===== config.mk =====
export PLATFORM = sky130hd
export DESIGN_NAME = cdc_handshake_rx
export DESIGN_NICKNAME = d
export VERILOG_FILES = /design/src/rtl/cdc_handshake_rx.sv
export SDC_FILE = /design/constraint.sdc
export NUM_CORES = 1
export LEC_CHECK = 0
export ABC_AREA = 1
export CAP_MARGIN = 5
export CORE_MARGIN = 1
export CORE_UTILIZATION = 45
export CTS_CLUSTER_SIZE = 28
export DETAILED_ROUTE_END_ITERATION = 12
export HOLD_SLACK_MARGIN = 0.06
export PLACE_DENSITY = 0.81
export REMOVE_ABC_BUFFERS = 1
export SLEW_MARGIN = 40
export SYNTH_ARGS = -nofsm -noshare
export SYNTH_HDL_FRONTEND = slang
export SYNTH_SLANG_ARGS = --single-unit
export TNS_END_PERCENT = 10

===== constraint.sdc =====
create_clock -name clk -period 3.5 [get_ports clk]
set_clock_uncertainty 0.1 [all_clocks]
set_input_delay 0.7 -clock clk [delete_from_list [all_inputs] [get_ports clk]]
set_output_delay 0.7 -clock clk [all_outputs]
set_load 0.03 [all_outputs]

===== src/rtl/cdc_handshake_rx.sv =====
// Destination-domain half of a 4-phase req/ack crossing.
// It synchronizes req, captures the word the source is holding, offers that
// word on a valid/ready port, and then returns ack to the source.
//
// state | meaning
// IDLE  | waiting for synchronized req; no word held
// HOLD  | word captured and offered on m_valid/m_data; ack withheld
// ACK   | word consumed; ack high until synchronized req falls
module cdc_handshake_rx #(
  parameter int DATA_WIDTH = 32,
  parameter int SYNC_WIDTH = 2
) (
  input  logic                  clk,
  input  logic                  rst_n,
  input  logic                  async_req,
  input  logic [DATA_WIDTH-1:0] async_data,
  output logic                  async_ack,
  output logic                  m_valid,
  output logic [DATA_WIDTH-1:0] m_data,
  input  logic                  m_ready,
  output logic                  busy,
  output logic                  proto_err
);

  typedef enum logic [1:0] {
    IDLE = 2'd0,
    HOLD = 2'd1,
    ACK  = 2'd2
  } state_t;

  state_t                  state_q, state_d;
  logic [SYNC_WIDTH-1:0]   sync_q, sync_d;
  logic                    ack_q, ack_d;
  logic                    valid_q, valid_d;
  logic [DATA_WIDTH-1:0]   data_q, data_d;
  logic                    busy_q, busy_d;
  logic                    err_q, err_d;
  logic                    req_s;

  // async_req is only ever sampled by the first flop of this chain.
  assign req_s = sync_q[SYNC_WIDTH-1];

  // Next-state and output decisions for the handshake FSM.
  always_comb begin
    sync_d  = {sync_q[SYNC_WIDTH-2:0], async_req};
    state_d = state_q;
    ack_d   = ack_q;
    valid_d = valid_q;
    data_d  = data_q;
    err_d   = err_q;
    case (state_q)
      IDLE: begin
        if (req_s) begin
          data_d  = async_data;
          valid_d = 1'b1;
          state_d = HOLD;
        end
      end
      HOLD: begin
        // An early req drop is flagged, but the held word is still delivered
        // so that the consumer never loses data it was already offered.
        if (!req_s) begin
          err_d = 1'b1;
        end
        if (valid_q && m_ready) begin
          valid_d = 1'b0;
          ack_d   = 1'b1;
          state_d = ACK;
        end
      end
      ACK: begin
        if (!req_s) begin
          ack_d   = 1'b0;
          state_d = IDLE;
        end
      end
      default: begin
        state_d = IDLE;
        ack_d   = 1'b0;
        valid_d = 1'b0;
      end
    endcase
    // busy is registered from the next state, so it tracks state_q exactly.
    busy_d = (state_d != IDLE);
  end

  // All state and outputs are registered, so ack to the source is glitch-free.
  always_ff @(posedge clk or negedge rst_n) begin
    if (!rst_n) begin
      state_q <= IDLE;
      sync_q  <= '0;
      ack_q   <= 1'b0;
      valid_q <= 1'b0;
      data_q  <= '0;
      busy_q  <= 1'b0;
      err_q   <= 1'b0;
    end else begin
      state_q <= state_d;
      sync_q  <= sync_d;
      ack_q   <= ack_d;
      valid_q <= valid_d;
      data_q  <= data_d;
      busy_q  <= busy_d;
      err_q   <= err_d;
    end
  end

  assign async_ack = ack_q;
  assign m_valid   = valid_q;
  assign m_data    = data_q;
  assign busy      = busy_q;
  assign proto_err = err_q;

endmodule


==> impl_metrics.ini, run 1 <==
[synthesis]
synth_top_family_by_area = compound AO/OA/AOI/OAI gates
synth_xor_area_frac = 0
synthDistinctLibCells = 17
muxShareOfSynthArea = 0
netlist_instances = 165
synthAdderAreaFrac = 0
yosys.area_share.simple = 0.120
synth.yosys.warnings = 0
syn_avg_cell_area_um2 = 10.4
ys_ff_latch = 40
ys_seq_area_frac = 0.581
syn-cell-area_um2 = 1720
synth-compound-area-share = 0.160

[worst_setup_path]
cp_max_fo = 2
path_cells = clkdlybuf4s50_1
critPathKind = flop to output port
reg2reg_from = state_q[1]$_DFF_PN0_
endpoint_kind = output port
critPathBufInv = 1
cp.arrival_ps = 1330
max_stage_delay_ps = 680
cp.required_ps = 2700
crit_family = buffers and inverters
crit_slowest_cell = clkdlybuf4s50_1
cp-start-kind = flop
critPathLaunch = m_data[25]$_DFFE_PN0P_

[detailed_routing]
ant_nets = 0
drtIter0Drc = 90
drc_errors = 0
avgRoutedWirePerCell_um = 10.5
dr.pass1.iters = 4
vias = 1256
finalWirelength_um = 3020
routed_via_density = 4.39

[power_and_ir_drop]
p_leak_nw = 1.21
ir_drop_v = 0.000494
powerDensity_nw_per_um2 = 944

[layout]
drive_gt1_frac = 0.185
post-route-util = 0.683
syn_to_final_growth_pct = 45.2
diodes = 0
nFillCells = 294
fin_nets = 273
final_area_um2 = 2500

[die]
die_h_um = 63.9
initial_core_util = 0.471
rows = 22
ios = 72
die_x_um = 63.9
dieArea_um2 = 4080
fp.coreArea_um2 = 3660

[clocking]
cts_tree = yes
numCtsBuffers = 5
cts-root-buf = clkbuf_8
clk_latency_ps = 280
cts_setup_buffers = 0
cts_max_level = 2
post_cts_resized = 0
hold_buffers = 0
clockBufferDepth = 2
cts.clk_slew.worst_paths_ps = 70
cts_sinks = 40

[global_routing]
grt_pass1_vias = 1182
grt_overflow_total = 0
grt_max_degree = 67
grt_pass1_wl_um = 4990
track_usage = 0.163
antenna_found_initial = 0

[sta]
rsz0062_at_grt = false
hold_violations = 0
period_share = 0.608
fin_ws_ps = 1370
fmaxAchievable_ghz = 0.470
tightest_slew_ps = 482
setup_violations = 0
max_slew_margin = 0.679
drv_slew = 0
fin_crit_ps = 2130
finalSetupTns_ps = 0

[placed_design]
gp_congestion = 0.749
post-place-ws_ps = 1680
dp_hpwl_um = 2110
port_buffers = 71
postPlaceCellArea_um2 = 2390

[job]
drv_cap = 0

[run_status]
status = finished, final reports clean

[min_path]
hp-start = sync_q[0]$_DFF_PN0_
timing.hold.worst.class = flop to flop
state kept, by name (all words and copies together), names as in the netlist:
signal / cells
async_ack: 1
busy: 1
m_data: 32
m_valid: 1
proto_err: 1
state_q: 2
sync_q: 2
final cells by class:
class	count	area, µm²	area share
flip-flops and latches	40	1000	0.400
inverters	37	139	0.0555
clock buffers	8	90.1	0.0360
repair buffers	72	728	0.291
multi-input cells	81	483	0.193
well taps	48	60.1	0.0240
stage by stage:
stage / power [W] / std cells / hold slack (ps)
6_report: 0.00236 / 286 / 252
5_1_grt: 0.00251 / 286 / 267
4_1_cts: 0.00238 / 285 / 258
3_5_place_dp: 0.00207 / 277 / 242
3_3_place_gp: 0.00204 / 277 / 234
2_1_floorplan: 0.00155 / 158 / 231
final timing paths:
kind,slack [ps],endpoint,cells after the start
hold reg to reg,250,sync_q[1]$_DFF_PN0_,0
max in group asynchronous,2690,m_data[12]$_DFFE_PN0P_,1
min in group asynchronous,280,busy$_DFF_PN0_,1
setup / recovery,1370,m_data[25],1
setup reg to reg,1990,m_data[16]$_DFFE_PN0P_,5
hold / removal,250,sync_q[1]$_DFF_PN0_,0
routing by layer:
layer / global-route usage / wire [µm]
met3: 0.0750 / 244
met1: 0.177 / 1200
met2: 0.281 / 1530
met4: 0.0511 / 40
met5: 0 / 0
worst reg2reg max path, stage by stage (launching register included):
cell and delay [ps]:
dfrtp_1 410, inv_2 120, nand3_4 290, buf_12 300
nand2_1 100, o21ai_0 70
logic make-up after synthesis:
group	count (synthesis)
buffers and inverters	44
DFF	40
and+or+nand+nor	45
AOI/OAI and AO/OA	36
power by group:
part | internal (W) | total (W) | leakage [nW] | switching (W)
logic | 0.000530 | 0.00127 | 0.681 | 0.000739
clock network | 0.000161 | 0.000303 | 0.0455 | 0.000142
registers | 0.000671 | 0.000788 | 0.488 | 0.000118
total | 0.00136 | 0.00236 | 1.21 | 0.000999
Yosys cell counts (all sizes together):
library cell / instances / area share
nand3: 3 / 0.016
inv: 37 / 0.081
nand2: 40 / 0.097
nor3: 1 / 0.0029
clkbuf: 1 / 0.0029
dfrtp: 40 / 0.58
o21bai: 1 / 0.0044
or2: 1 / 0.0036
buf: 6 / 0.055
o21ai: 35 / 0.16
cell usage in the layout (no fill, tap or decap):
master,instances
buf_12,1
buf_4,1
clkbuf_1,2
clkbuf_8,6
clkdlybuf4s50_1,70
dfrtp_1,40
inv_1,35
inv_2,2
nand2_1,33
nand2_2,7
nand3_1,2
nand3_4,1
nor3_1,1
o21ai_0,5
o21ai_1,5
o21ai_2,25
o21bai_1,1
or2_2,1
Note: power is estimated with default switching activity, not from simulation.
==> run 2, diff against run 1 <==
- CORE_UTILIZATION: 45 -> 38
- PLACE_DENSITY: 0.81 -> 0.72
- clock period: 3.5 -> 1.8 ns (I/O delays scaled with it)
==> run 2 against run 1 <==
Worst setup slack got worse by 1300 ps. Hold slack worse by 1.4 ps. Cell area is 4.1% higher. Clock-buffer cell count is 2 lower. Power is 90% higher. Combinational power increased by 91%. Critical endpoint is now m_data[5].
==> impl_metrics.ini, run 2 (synthesized netlist as in run 1, its figures left out) <==
[placed_design]
postPlaceCellArea_um2 = 2440
dp_hpwl_um = 2150
gp_congestion = 0.754
post-place-ws_ps = 316
port_buffers = 71

[layout]
layout_commonest_cell = dfrtp_1
diodes = 0
fin_nets = 276
syn_to_final_growth_pct = 51.1
multi_input_area_um2 = 483
drive_gt1_frac = 0.192
layout_common_cells = 40 x dfrtp_1, 39 x clkdlybuf4s50_1, 35 x inv_1
register_area_um2 = 1000
nFillCells = 385
largest_reg_flops = 32
final_area_um2 = 2600

[detailed_routing]
ant_nets = 0
drtIter0Drc = 74
avgRoutedWirePerCell_um = 10.3
dr.pass1.iters = 3
routed_via_density = 4.24
drc_errors = 0
finalWirelength_um = 3000
vias = 1237

[global_routing]
grt_overflow_total = 0
antenna_found_initial = 0
grtUsageMet1 = 0.179
grt_max_degree = 41
grtUsageMet2 = 0.216
met3_usage = 0.0465
track_usage = 0.138
grt_pass1_vias = 1205
top_usage_layer = met2
grt_pass1_wl_um = 5310

[power_and_ir_drop]
p_leak_nw = 1.57
powerDensity_nw_per_um2 = 1720
ir_drop_v = 0.000771

[sta]
fin_ws_ps = 48.5
fmaxAchievable_ghz = 0.571
finalSetupTns_ps = 0
rsz0062_at_grt = false
tightest_slew_ps = 492
hold_ws_ps = 251
hold_violations = 0
period_share = 0.973
drv_slew = 0
fin_crit_ps = 1750
setup_violations = 0
max_slew_margin = 0.672

[worst_setup_path]
endpoint_kind = output port
crit_family = buffers and inverters
crit_slowest_cell = clkdlybuf4s50_1
cp_max_fo = 2
max_stage_delay_ps = 670
cp.required_ps = 1340
cp-start-kind = flop
critPathBufInv = 1
path_cells = clkdlybuf4s50_1
cp.arrival_ps = 1290
critPathKind = flop to output port

[clocking]
clockBufferDepth = 2
clk_latency_ps = 280
cts_setup_buffers = 0
cts.clk_slew.worst_paths_ps = 70
numCtsBuffers = 5
cts_tree = yes
cts_sinks = 40
cts_max_level = 2
cts-root-buf = clkbuf_8

[die]
die_h_um = 69.3
rows = 24
die_x_um = 69.3
dieArea_um2 = 4810
ios = 72
fp.coreArea_um2 = 4350
initial_core_util = 0.396

[run_status]
status = finished, final reports clean

[job]
drv_cap = 0

[min_path]
timing.hold.worst.class = flop to flop
-- run 2: cell types whose count changed in the layout (fill, tap and decap cells not counted), sizes merged --
cell | before | now
clkdlybuf4s50 | 70 | 39
dlymetal6s2s | 0 | 30
buf | 2 | 4
clkbuf | 8 | 6
clkinv | 0 | 1
dlygate4sd2 | 0 | 1
dlygate4sd3 | 0 | 1
-- run 2: path summary, 6_finish.rpt --
path / from / to / slack (ps) / cells after the start
hold reg to reg: sync_q[0]$_DFF_PN0_ / sync_q[1]$_DFF_PN0_ / 250 / 0
setup / recovery: m_data[5]$_DFFE_PN0P_ / m_data[5] / 50 / 1
max in group asynchronous: rst_n / async_ack$_DFFE_PN0P_ / 630 / 3
hold / removal: sync_q[0]$_DFF_PN0_ / sync_q[1]$_DFF_PN0_ / 250 / 0
min in group asynchronous: rst_n / sync_q[1]$_DFF_PN0_ / 490 / 2
setup reg to reg: state_q[1]$_DFF_PN0_ / m_valid$_DFFE_PN0P_ / 540 / 6
-- run 2: power by group --
group / internal, W / switching, W / leakage [nW] / total (W)
Combinational: 0.000987 / 0.00143 / 1.04 / 0.00242
Clock: 0.000263 / 0.000278 / 0.0410 / 0.000541
Sequential: 0.00130 / 0.000215 / 0.488 / 0.00152
Total: 0.00255 / 0.00192 / 1.57 / 0.00448
-- run 2: cell type report --
class,instances,share of cell area
multi-input cells,81,0.186
flip-flops and latches,40,0.385
inverters,37,0.0534
well taps,52,0.0250
clock inverters,1,0.00192
repair buffers,75,0.322
clock buffers,6,0.0279
-- run 2: metal layers --
metal / share of wire / vias to the layer above
met1: 0.46 / 546
met4: 0.010 / 0
met2: 0.47 / 44
li1: - / 643
met5: 0 / -
met3: 0.060 / 4
-- run 2: what timing repair did --
item | in CTS | in global routing
endpoints found under the hold margin | 20 | 0
hold buffers | 1 | 0
endpoints found under the setup margin | 1 | 30
resized for setup | 1 | 30
-- run 2: per-stage QoR --
step / instances / util / power, W
after floorplan: 158 / - / 0.00302
after global placement: 284 / 0.561 / 0.00402
after detailed placement: 284 / 0.561 / 0.00405
after CTS: 292 / 0.580 / 0.00461
after global routing: 292 / 0.598 / 0.00480
final: 292 / 0.598 / 0.00448
